$ cat src/rtl/layer_sched_ctrl.sv
// -----------------------------------------------------------------------------
// layer_sched_ctrl
// Top-level sequencer for the layered NN datapath. For every layer it launches
// one compute pass on the tile array, then one layer-readback pass per tile,
// handshaking with the compute controller (cmp_start/cmp_done) and the layering
// pipeline controller (lay_start/lay_busy). It owns tile_idx/layer_idx and the
// select of the shared valid_ctrl mux, and talks to the host via run/busy/done.
//
// Ports
//   clk, rst      clock (rising edge), synchronous active-high reset
//   run           start a full run (accepted only in IDLE, not with abort)
//   abort         return to IDLE next cycle, indices and err kept
//   cmp_start     one-cycle start pulse to the compute controller
//   cmp_done      compute pass complete (level or pulse)
//   lay_start     one-cycle start pulse to the layering controller
//   lay_busy      busy flag from the layering controller
//   acc_valid     accumulators hold settled results
//   layer_ready   acc_valid qualified by LAY_WAIT (combinational)
//   sel_layer     valid_ctrl mux select: 1 = layering ctrl, 0 = compute ctrl
//   tile_idx      current readback tile
//   layer_idx     current layer
//   busy          high in every state except IDLE
//   done          one-cycle pulse after the last readback of the last layer
//   err           sticky watchdog error, cleared by the next accepted run
// -----------------------------------------------------------------------------
module layer_sched_ctrl #(
  parameter int N_TILES  = 4,
  parameter int N_LAYERS = 3,
  parameter int TIDX_W   = 2,
  parameter int LIDX_W   = 2,
  parameter int WAIT_MAX = 255
) (
  input  logic              clk,
  input  logic              rst,
  input  logic              run,
  input  logic              abort,
  output logic              cmp_start,
  input  logic              cmp_done,
  output logic              lay_start,
  input  logic              lay_busy,
  input  logic              acc_valid,
  output logic              layer_ready,
  output logic              sel_layer,
  output logic [TIDX_W-1:0] tile_idx,
  output logic [LIDX_W-1:0] layer_idx,
  output logic              busy,
  output logic              done,
  output logic              err
);

  typedef enum logic [2:0] {
    S_IDLE, S_CMP_GO, S_CMP_WAIT, S_LAY_GO, S_LAY_WAIT, S_ADV, S_DONE
  } state_t;

  localparam logic [TIDX_W-1:0] TILE_LAST  = TIDX_W'(N_TILES - 1);
  localparam logic [LIDX_W-1:0] LAYER_LAST = LIDX_W'(N_LAYERS - 1);
  // The watchdog fires on the edge where the count would reach WAIT_MAX, so a
  // wait state lasts at most WAIT_MAX cycles before falling back to IDLE.
  localparam logic [7:0]        WDOG_LAST  = 8'(WAIT_MAX - 1);

  state_t              r_state;
  state_t              w_next;
  logic [TIDX_W-1:0]   r_tile;
  logic [LIDX_W-1:0]   r_layer;
  logic [7:0]          r_wdog;
  logic                r_seen_busy;
  logic                r_err;
  logic                r_cmp_start;
  logic                r_lay_start;
  logic                r_sel_layer;
  logic                r_busy;
  logic                r_done;
  logic                w_timeout;
  logic                w_wdog_last;
  logic                w_lay_exit;
  logic                w_accept;

  assign w_wdog_last = (r_wdog == WDOG_LAST);
  // Leave LAY_WAIT only after the layering controller has been seen busy and
  // has dropped busy again; this guarantees at least two cycles of dwell.
  assign w_lay_exit  = r_seen_busy & ~lay_busy;
  assign w_accept    = (r_state == S_IDLE) & (w_next == S_CMP_GO);

  always_comb begin
    w_next    = r_state;
    w_timeout = 1'b0;
    case (r_state)
      S_IDLE:     if (run) w_next = S_CMP_GO;
      S_CMP_GO:   w_next = S_CMP_WAIT;
      S_CMP_WAIT: begin
        if (cmp_done) begin
          w_next = S_LAY_GO;
        end else if (w_wdog_last) begin
          w_next    = S_IDLE;
          w_timeout = 1'b1;
        end
      end
      S_LAY_GO:   w_next = S_LAY_WAIT;
      S_LAY_WAIT: begin
        if (w_lay_exit) begin
          w_next = S_ADV;
        end else if (w_wdog_last) begin
          w_next    = S_IDLE;
          w_timeout = 1'b1;
        end
      end
      S_ADV: begin
        if (r_tile != TILE_LAST)        w_next = S_LAY_GO;
        else if (r_layer != LAYER_LAST) w_next = S_CMP_GO;
        else                            w_next = S_DONE;
      end
      S_DONE:     w_next = S_IDLE;
      default:    w_next = S_IDLE;
    endcase
    if (abort) begin
      w_next    = S_IDLE;
      w_timeout = 1'b0;
    end
  end

  always_ff @(posedge clk) begin
    if (rst) begin
      r_state     <= S_IDLE;
      r_tile      <= '0;
      r_layer     <= '0;
      r_wdog      <= '0;
      r_seen_busy <= 1'b0;
      r_err       <= 1'b0;
      r_cmp_start <= 1'b0;
      r_lay_start <= 1'b0;
      r_sel_layer <= 1'b0;
      r_busy      <= 1'b0;
      r_done      <= 1'b0;
    end else begin
      r_state     <= w_next;
      // Registered outputs are decoded from the next state so they line up
      // exactly with the state they belong to.
      r_cmp_start <= (w_next == S_CMP_GO);
      r_lay_start <= (w_next == S_LAY_GO);
      r_sel_layer <= (w_next == S_LAY_GO) || (w_next == S_LAY_WAIT);
      r_busy      <= (w_next != S_IDLE);
      r_done      <= (w_next == S_DONE);

      if (w_accept) begin
        r_tile  <= '0;
        r_layer <= '0;
        r_err   <= 1'b0;
      end else if ((r_state == S_ADV) && !abort) begin
        if (r_tile != TILE_LAST) begin
          r_tile <= r_tile + TIDX_W'(1);
        end else begin
          r_tile <= '0;
          if (r_layer != LAYER_LAST) r_layer <= r_layer + LIDX_W'(1);
        end
      end

      if (w_timeout) r_err <= 1'b1;

      if (r_state == S_LAY_GO)                   r_seen_busy <= 1'b0;
      else if ((r_state == S_LAY_WAIT) && lay_busy) r_seen_busy <= 1'b1;

      if ((r_state == S_CMP_GO) || (r_state == S_LAY_GO))
        r_wdog <= '0;
      else if ((r_state == S_CMP_WAIT) || (r_state == S_LAY_WAIT))
        r_wdog <= r_wdog + 8'd1;
    end
  end

  assign cmp_start   = r_cmp_start;
  assign lay_start   = r_lay_start;
  assign sel_layer   = r_sel_layer;
  assign tile_idx    = r_tile;
  assign layer_idx   = r_layer;
  assign busy        = r_busy;
  assign done        = r_done;
  assign err         = r_err;
  assign layer_ready = (r_state == S_LAY_WAIT) & acc_valid;

endmodule

$ cat config.mk
export PLATFORM = sky130hd
export DESIGN_NAME = layer_sched_ctrl
export DESIGN_NICKNAME = d
export VERILOG_FILES = /design/src/rtl/layer_sched_ctrl.sv
export SDC_FILE = /design/constraint.sdc
export NUM_CORES = 1
export LEC_CHECK = 0
export CAP_MARGIN = 20
export CORE_MARGIN = 2
export CORE_UTILIZATION = 30
export DETAILED_ROUTE_END_ITERATION = 7
export PLACE_DENSITY = 0.63
export SLEW_MARGIN = 10
export SYNTH_ARGS = -nofsm -noshare
export SYNTH_HDL_FRONTEND = slang
export SYNTH_SLANG_ARGS = --single-unit
$ cat constraint.sdc
create_clock -name clk -period 1.47 [get_ports clk]
set_input_delay 0.441 -clock clk [delete_from_list [all_inputs] [get_ports clk]]
set_output_delay 0.441 -clock clk [all_outputs]
set_load 0.02 [all_outputs]
==> key figures, run 1 <==
Timing
  – Slew HR: 74.7%
  – Fmax achieved: 659 MHz
  – Hold Slack: 0.478 ns
  – Setup WS post-layout: -0.0465 ns
  – Final hold vios: 0
  – Count of final setup violators: 3
  – Slew @ Worst Pin: 0.379 ns
  – RSZ-0062 raised after global routing: yes
  – Period minus WS final: 1.52 ns
  – Final Max Slew Viols: 0
  – Post-route clock period utilization: 103%
  – Post-Route Skew: 0.00158 ns

Setup path
  – Worst setup SP type: flop
  – Max FO, Critical Path: 2
  – Worst Path Arrival: 1.08 ns
  – R2R Setup Slk: -0.02 ns
  – Critical Path End Type: primary output
  – Setup CP Type: flop to primary output
  – WP data required: 1.03 ns

Placement
  – Placed cell area: 0.00151 mm²
  – IO buf count: 17
  – RD Place Congestion: 0.846
  – Final HPWL DP: 1950 µm
  – Placed insts: 216

Synthesis
  – Warnings from Yosys: 0
  – Mean Syn Cell Area: 8.56 µm²
  – Simple-Gate Fraction of Synth Area: 30.5%
  – Register bit count reported by yosys: 22
  – Adder-Cell Fraction of Synth Area: 4.50%
  – Syn nets: 141
  – Synth Cell Area: 0.00111 mm²
  – Synth Area in Compound Gates: 12.5%
  – Seq/Total Area, Yosys: 39.6%
  – Mux cell area share after synthesis: 2.81%
  – Synthesized instance count: 130
  – Main combinational cell family by area after synthesis: simple AND/OR/NAND/NOR gates
  – Synth Area in XOR/XNOR: 5.51%
  – Library cells used by synthesis: 39

Floorplanning
  – Die area: 0.00421 mm²
  – Starting Density: 30.8%
  – Core box area: 0.00361 mm²
  – Rows: 22
  – IO Pins: 18
  – Die width: 64.9 µm
  – Die Ht: 64.9 µm

Drt
  – Pre-antenna DRT Iters: 4
  – Routed WL: 2760 µm
  – Routed wire length per instance: 12.3 µm
  – Iteration-0 DRC Markers: 26
  – DRC Markers: 0
  – Post-DRT Antenna Nets: 0
  – Vias: 1079
  – DR vias/cell: 4.82

Finish
  – Area of the multi-input gates: 733 µm²
  – Antenna Diode Count: 0
  – Register area: 443 µm²
  – Area delta synth->final: 52.5%
  – Share of post-route cells with drive strength above 1: 36.9%
  – Fillers: 341
  – Most common cell after layout, fill and taps aside: buf_4
  – Cell Count, Final, Fillers Out: 224
  – Finished Cell Area: 0.00170 mm²
  – Nets: 189
  – Most frequent cells in the layout: buf_4 (29), dfxtp_1 (20), nor2_1 (18), dlygate4sd2_1 (13)

Global route
  – Initial antenna violation count: 0
  – GR Util All Layers: 13.5%
  – Largest net degree at the start of global routing: 17
  – Number of global-route vias before repair: 1005
  – First-pass GRT wire length: 4440 µm
  – GR Overflow Total: 0

CTS
  – Skew-Pair Late Insertion Delay: 0.26 ns
  – CTS Hold Bufs: 0
  – CTS tree: yes
  – Clk root buf: clkbuf_8
  – CTS buffer count: 3
  – Longest Clk Path Bufs: 2
  – Worst-path clk slew: 0.07 ns
  – Num Clock Sinks: 22
  – CTS H-tree lvls: 1

Status
  – Violated checks: setup timing
  – Outcome: finished with violations

Pwr
  – Pleak: 0.000703 µW
  – Pwr/cell area: 657 mW/mm²
  – VDD IR-drop max: 401 µV

Job
  – Max-cap violations: 0

Worst hold path
  – Hold Path Class: flop to flop
-- registers in the layout, indices dropped and copies added (netlist names), 2 cells and up --
signal / flops
r_state: 3
layer_idx: 2
tile_idx: 2
r_wdog: 8
-- what timing repair did --
action | 4_1_cts | 5_1_grt
endpoints found under the setup margin | 23 | 19
resized for setup | 32 | 20
pin swaps | 3 | 6
setup buffers | 0 | 5
-- final timing paths --
kind	from	end	cells past startpoint
worst max-delay path	r_state[1]$_SDFF_PP0_	layer_ready	3
worst min-delay path	err$_SDFFE_PP0P_	err$_SDFFE_PP0P_	2
worst max register to register	r_state[0]$_SDFF_PP0_	busy$_SDFF_PP0_	5
worst min register to register	err$_SDFFE_PP0P_	err$_SDFFE_PP0P_	2
-- critical path: stages, from the launching register on --
cell     delay (ns)
dfxtp_1        0.31
nor2_1         0.18
and3_4         0.21
buf_6          0.11
-- Yosys cell counts, drive strengths merged --
cell	number	area [µm²]
or4	1	7.51
a21oi	2	10.0
and4bb	3	37.5
and2b	2	15.0
xnor2	7	61.3
nand2	8	30.0
o21ai	3	15.0
nor3	3	15.0
and2	2	12.5
or2	2	12.5
nor4	4	25.0
a22o	1	8.76
o21bai	1	7.51
o211ai	1	7.51
nand3b	2	15.0
a31o	1	8.76
mux2	1	11.3
a21boi	1	7.51
nor2	20	75.1
buf	3	17.5
nor2b	2	12.5
ha	4	50.1
and3b	1	8.76
dfxtp	22	440
nor3b	2	15.0
mux2i	2	20.0
o22ai	2	12.5
a21o	1	7.51
a2bb2oi	2	17.5
inv	8	30.0
a211oi	2	15.0
nand4	3	18.8
a31oi	2	12.5
nand2b	2	12.5
and3	1	6.26
nand3	4	20.0
clkbuf	1	3.75
o2bb2ai	1	8.76
-- final cells by class --
cell class / count / area share [%]
Multi-Input combinational cell: 96 / 43.2
Sequential cell: 22 / 26.1
Timing Repair Buffer: 47 / 22.9
Tap cell: 48 / 3.54
Clock buffer: 3 / 2.43
Inverter: 8 / 1.77
-- logic make-up (layout without fill, tap and decap cells) --
| family | after synthesis | count (layout) |
|---|---|---|
| flops | 22 | 22 |
| compound gates | 20 | 20 |
| xor+xnor | 7 | 7 |
| fa+ha+maj | 4 | 4 |
| mux | 3 | 3 |
| buf+inv | 12 | 58 |
| simple gates | 62 | 62 |
-- power breakdown --
part / switching [µW] / internal (µW)
Combinational: 69.5 / 71.7
Sequential: 3.47 / 604
Clock: 184 / 183
-- per-layer routing --
layer	vias up	global-route usage [%]	routed length, µm	part of all wire, %
met5	-	0	0	0
met4	0	5.85	80	2.9
met3	6	2.43	79	2.9
met2	23	21.8	1360	49
met1	504	17.5	1230	45
li1	546	-	-	-
-- per-stage QoR --
step                      worst slack [ns]  power, µW  util (%)  setup TNS (ns)
after floorplan                     0.0131        679         -               0
after global placement              -0.594        748      41.9           -5.93
after detailed placement            -0.606        749      41.9           -6.23
after CTS                           -0.148       1110      43.9          -0.148
after global routing                -0.113       1170      47.1          -0.329
final                              -0.0465       1110      47.1         -0.0776
Note: power is estimated with default switching activity, not from simulation.
==> run 2, diff against run 1 <==
- CTS_CLUSTER_SIZE: default -> 25
- GPL_ROUTABILITY_DRIVEN: default -> 0
==> results of run 2 <==
The final DEF is identical to that of run 1; final timing and power are the same.
==> run 3, diff against run 2 <==
==> constraint.sdc (replaced) <==
create_clock -name clk -period 1.47 [get_ports clk]
set_input_delay 0.294 -clock clk [delete_from_list [all_inputs] [get_ports clk]]
set_output_delay 0.294 -clock clk [all_outputs]
set_load 0.02 [all_outputs]
==> run 3 against run 2 <==
  * The run now ends clean
  * Non-clock buffer count is 2 higher
  * Final area is 3.2% higher
  * Final cell count is 0.89% higher
  * Via count is 3.0% higher
  * Register-to-register slack better by 0.04 ns
  * Clock skew hardly changed
  * Die area stayed put
  * Maximum frequency is 4.5% higher
  * Core utilization is 1.5 points higher
  * Combinational power is 9.9% higher
  * Global-route usage is 0.79 points higher
  * Critical path type is now flop to flop
  * Highest routed layer unchanged
==> key figures, run 3 (same netlist as run 1, synthesis figures left out) <==
Finish
  – Antenna Diode Count: 0
  – Nets: 191
  – Area delta synth->final: 57.4%
  – Top reg by flops: r_wdog
  – Largest regs: r_wdog: 8 flops, r_state: 3 flops
  – Register area: 449 µm²
  – Most common cell after layout, fill and taps aside: buf_4
  – Final Util: 48.5%
  – Share of post-route cells with drive strength above 1: 38.2%
  – Max reg flops: 8
  – Area of the multi-input gates: 746 µm²
  – Most frequent cells in the layout: buf_4 (26), nor2_1 (19), dfxtp_1 (17), nand2_1 (8)
  – Finished Cell Area: 0.00175 mm²
  – Fillers: 335

CTS
  – CTS tree: yes
  – Skew-Pair Late Insertion Delay: 0.26 ns
  – Clk root buf: clkbuf_8
  – CTS Hold Bufs: 0
  – Longest Clk Path Bufs: 2
  – Num Clock Sinks: 22
  – Worst-path clk slew: 0.08 ns
  – CTS H-tree lvls: 1
  – CTS buffer count: 3

Drt
  – Iteration-0 DRC Markers: 21
  – DR vias/cell: 4.92
  – Pre-antenna DRT Iters: 4
  – DRC Markers: 0
  – Routed WL: 3080 µm
  – Routed wire length per instance: 13.6 µm
  – Vias: 1111
  – Post-DRT Antenna Nets: 0

Setup path
  – Critical Path End Type: flop
  – Worst reg2reg path depth: 5
  – Worst setup SP type: flop
  – WP data required: 1.62 ns
  – RR Endpoint: r_wdog[6]$_SDFFE_PP0N_
  – R2R Setup Slk: 0.02 ns
  – Worst r2r src: r_state[1]$_SDFF_PP0_
  – Max FO, Critical Path: 10
  – Worst Path Arrival: 1.60 ns
  – Setup CP Type: flop to flop

Timing
  – Fmax achieved: 689 MHz
  – Final Max Slew Viols: 0
  – Count of final setup violators: 0
  – Period minus WS final: 1.45 ns
  – Slew HR: 78.5%
  – Slew @ Worst Pin: 0.320 ns
  – RSZ-0062 raised after global routing: yes
  – Post-route clock period utilization: 98.7%
  – Final hold vios: 0
  – Post-Route Skew: 0.00123 ns

Global route
  – GR Overflow Total: 0
  – First-pass GRT wire length: 4770 µm
  – Initial antenna violation count: 0
  – GR Util All Layers: 14.3%
  – Largest net degree at the start of global routing: 17
  – Number of global-route vias before repair: 1178

Worst hold path
  – Hold EP: err$_SDFFE_PP0P_
  – Hold Path Class: flop to flop
  – Hold_sp: err$_SDFFE_PP0P_
  – Hold path cells: 2

Pwr
  – VDD IR-drop max: 291 µV
  – Pleak: 0.000752 µW
  – Pwr/cell area: 646 mW/mm²

Floorplanning
  – Die Ht: 64.9 µm
  – IO Pins: 18
  – Starting Density: 30.8%
  – Core box area: 0.00361 mm²
  – Die width: 64.9 µm
  – Rows: 22
  – Die area: 0.00421 mm²

Placement
  – IO buf count: 17
  – Final HPWL DP: 2140 µm
  – Placed cell area: 0.00152 mm²

Job
  – Max-cap violations: 0

Status
  – Outcome: complete, no violations
==> run 3: changes by cell type in the layout (fill, tap and decap cells not counted), moves of 2 or more <==
| cell | previous run | this run |
|---|---|---|
| buf_2 | 0 | 2 |
| buf_4 | 29 | 26 |
| buf_6 | 2 | 4 |
| clkdlybuf4s50_1 | 1 | 6 |
| dfxtp_1 | 20 | 17 |
| dfxtp_2 | 2 | 4 |
| dlygate4sd2_1 | 13 | 7 |
==> run 3: area by class of cell <==
cell class / count / share of cell area [%]
repair buffers: 49 / 24.2
flip-flops and latches: 22 / 25.7
multi-input cells: 96 / 42.6
clock buffers: 3 / 2.36
well taps: 48 / 3.43
inverters: 8 / 1.72
==> run 3: worst max path at each step <==
| stage | cells past startpoint | from | slack, ns | end |
|---|---|---|---|---|
| 2_1_floorplan | 6 | layer_idx[0]$_SDFFE_PP0P_ | 0.01 | busy$_SDFF_PP0_ |
| 3_3_place_gp | 3 | acc_valid | -0.30 | layer_ready |
| 3_5_place_dp | 3 | acc_valid | -0.32 | layer_ready |
| 4_1_cts | 5 | r_state[0]$_SDFF_PP0_ | -0.001 | sel_layer$_SDFF_PP0_ |
| 5_1_grt | 7 | r_state[2]$_SDFF_PP0_ | -0.04 | layer_idx[0]$_SDFFE_PP0P_ |
| 6_report | 5 | r_state[1]$_SDFF_PP0_ | 0.02 | r_wdog[6]$_SDFFE_PP0N_ |
==> run 3: per-layer routing <==
metal	wire, µm	track usage [%]	share of wire (%)
met5	0	0	0
met2	1570	24.4	51
met3	103	2.08	3.3
met1	1330	17.2	43
met4	73	7.45	2.4
==> run 3: power by group <==
part / total (µW) / leakage, µW / switching, µW / internal, µW
combinational: 155 / 0.000550 / 73.0 / 81.8
clock: 368 / 0.0000216 / 185 / 183
sequential: 607 / 0.000180 / 4.99 / 602
total: 1130 / 0.000752 / 263 / 866
==> run 3: worst max-delay path, stage by stage (launching register included) <==
cell and delay [ns]:
dfxtp_2 0.37, buf_8 0.15, xnor2_4 0.12, and4bb_2 0.27
nand4_1 0.11, mux2_2 0.33
==> run 3: timing repair <==
| action | CTS | global route |
|---|---|---|
| buffers inserted | 0 | 5 |
| gates resized for setup | 23 | 31 |
| endpoints found under the setup margin | 17 | 21 |
| pin swaps | 3 | 10 |
| gates cloned | 0 | 1 |
| hold endpoints to repair | 0 | 0 |
==> run 3: stage by stage <==
stage / std cells / setup WS (ns) / setup TNS (ns) / hold WS [ns] / power (µW)
2_1_floorplan: 130 / 0.0131 / 0 / 0.366 / 679
3_3_place_gp: 217 / -0.303 / -2.80 / 0.460 / 747
3_5_place_dp: 217 / -0.320 / -3.26 / 0.472 / 752
4_1_cts: 220 / -0.00137 / -0.00137 / 0.480 / 1120
5_1_grt: 226 / -0.0375 / -0.193 / 0.547 / 1180
6_report: 226 / 0.0184 / 0 / 0.468 / 1130
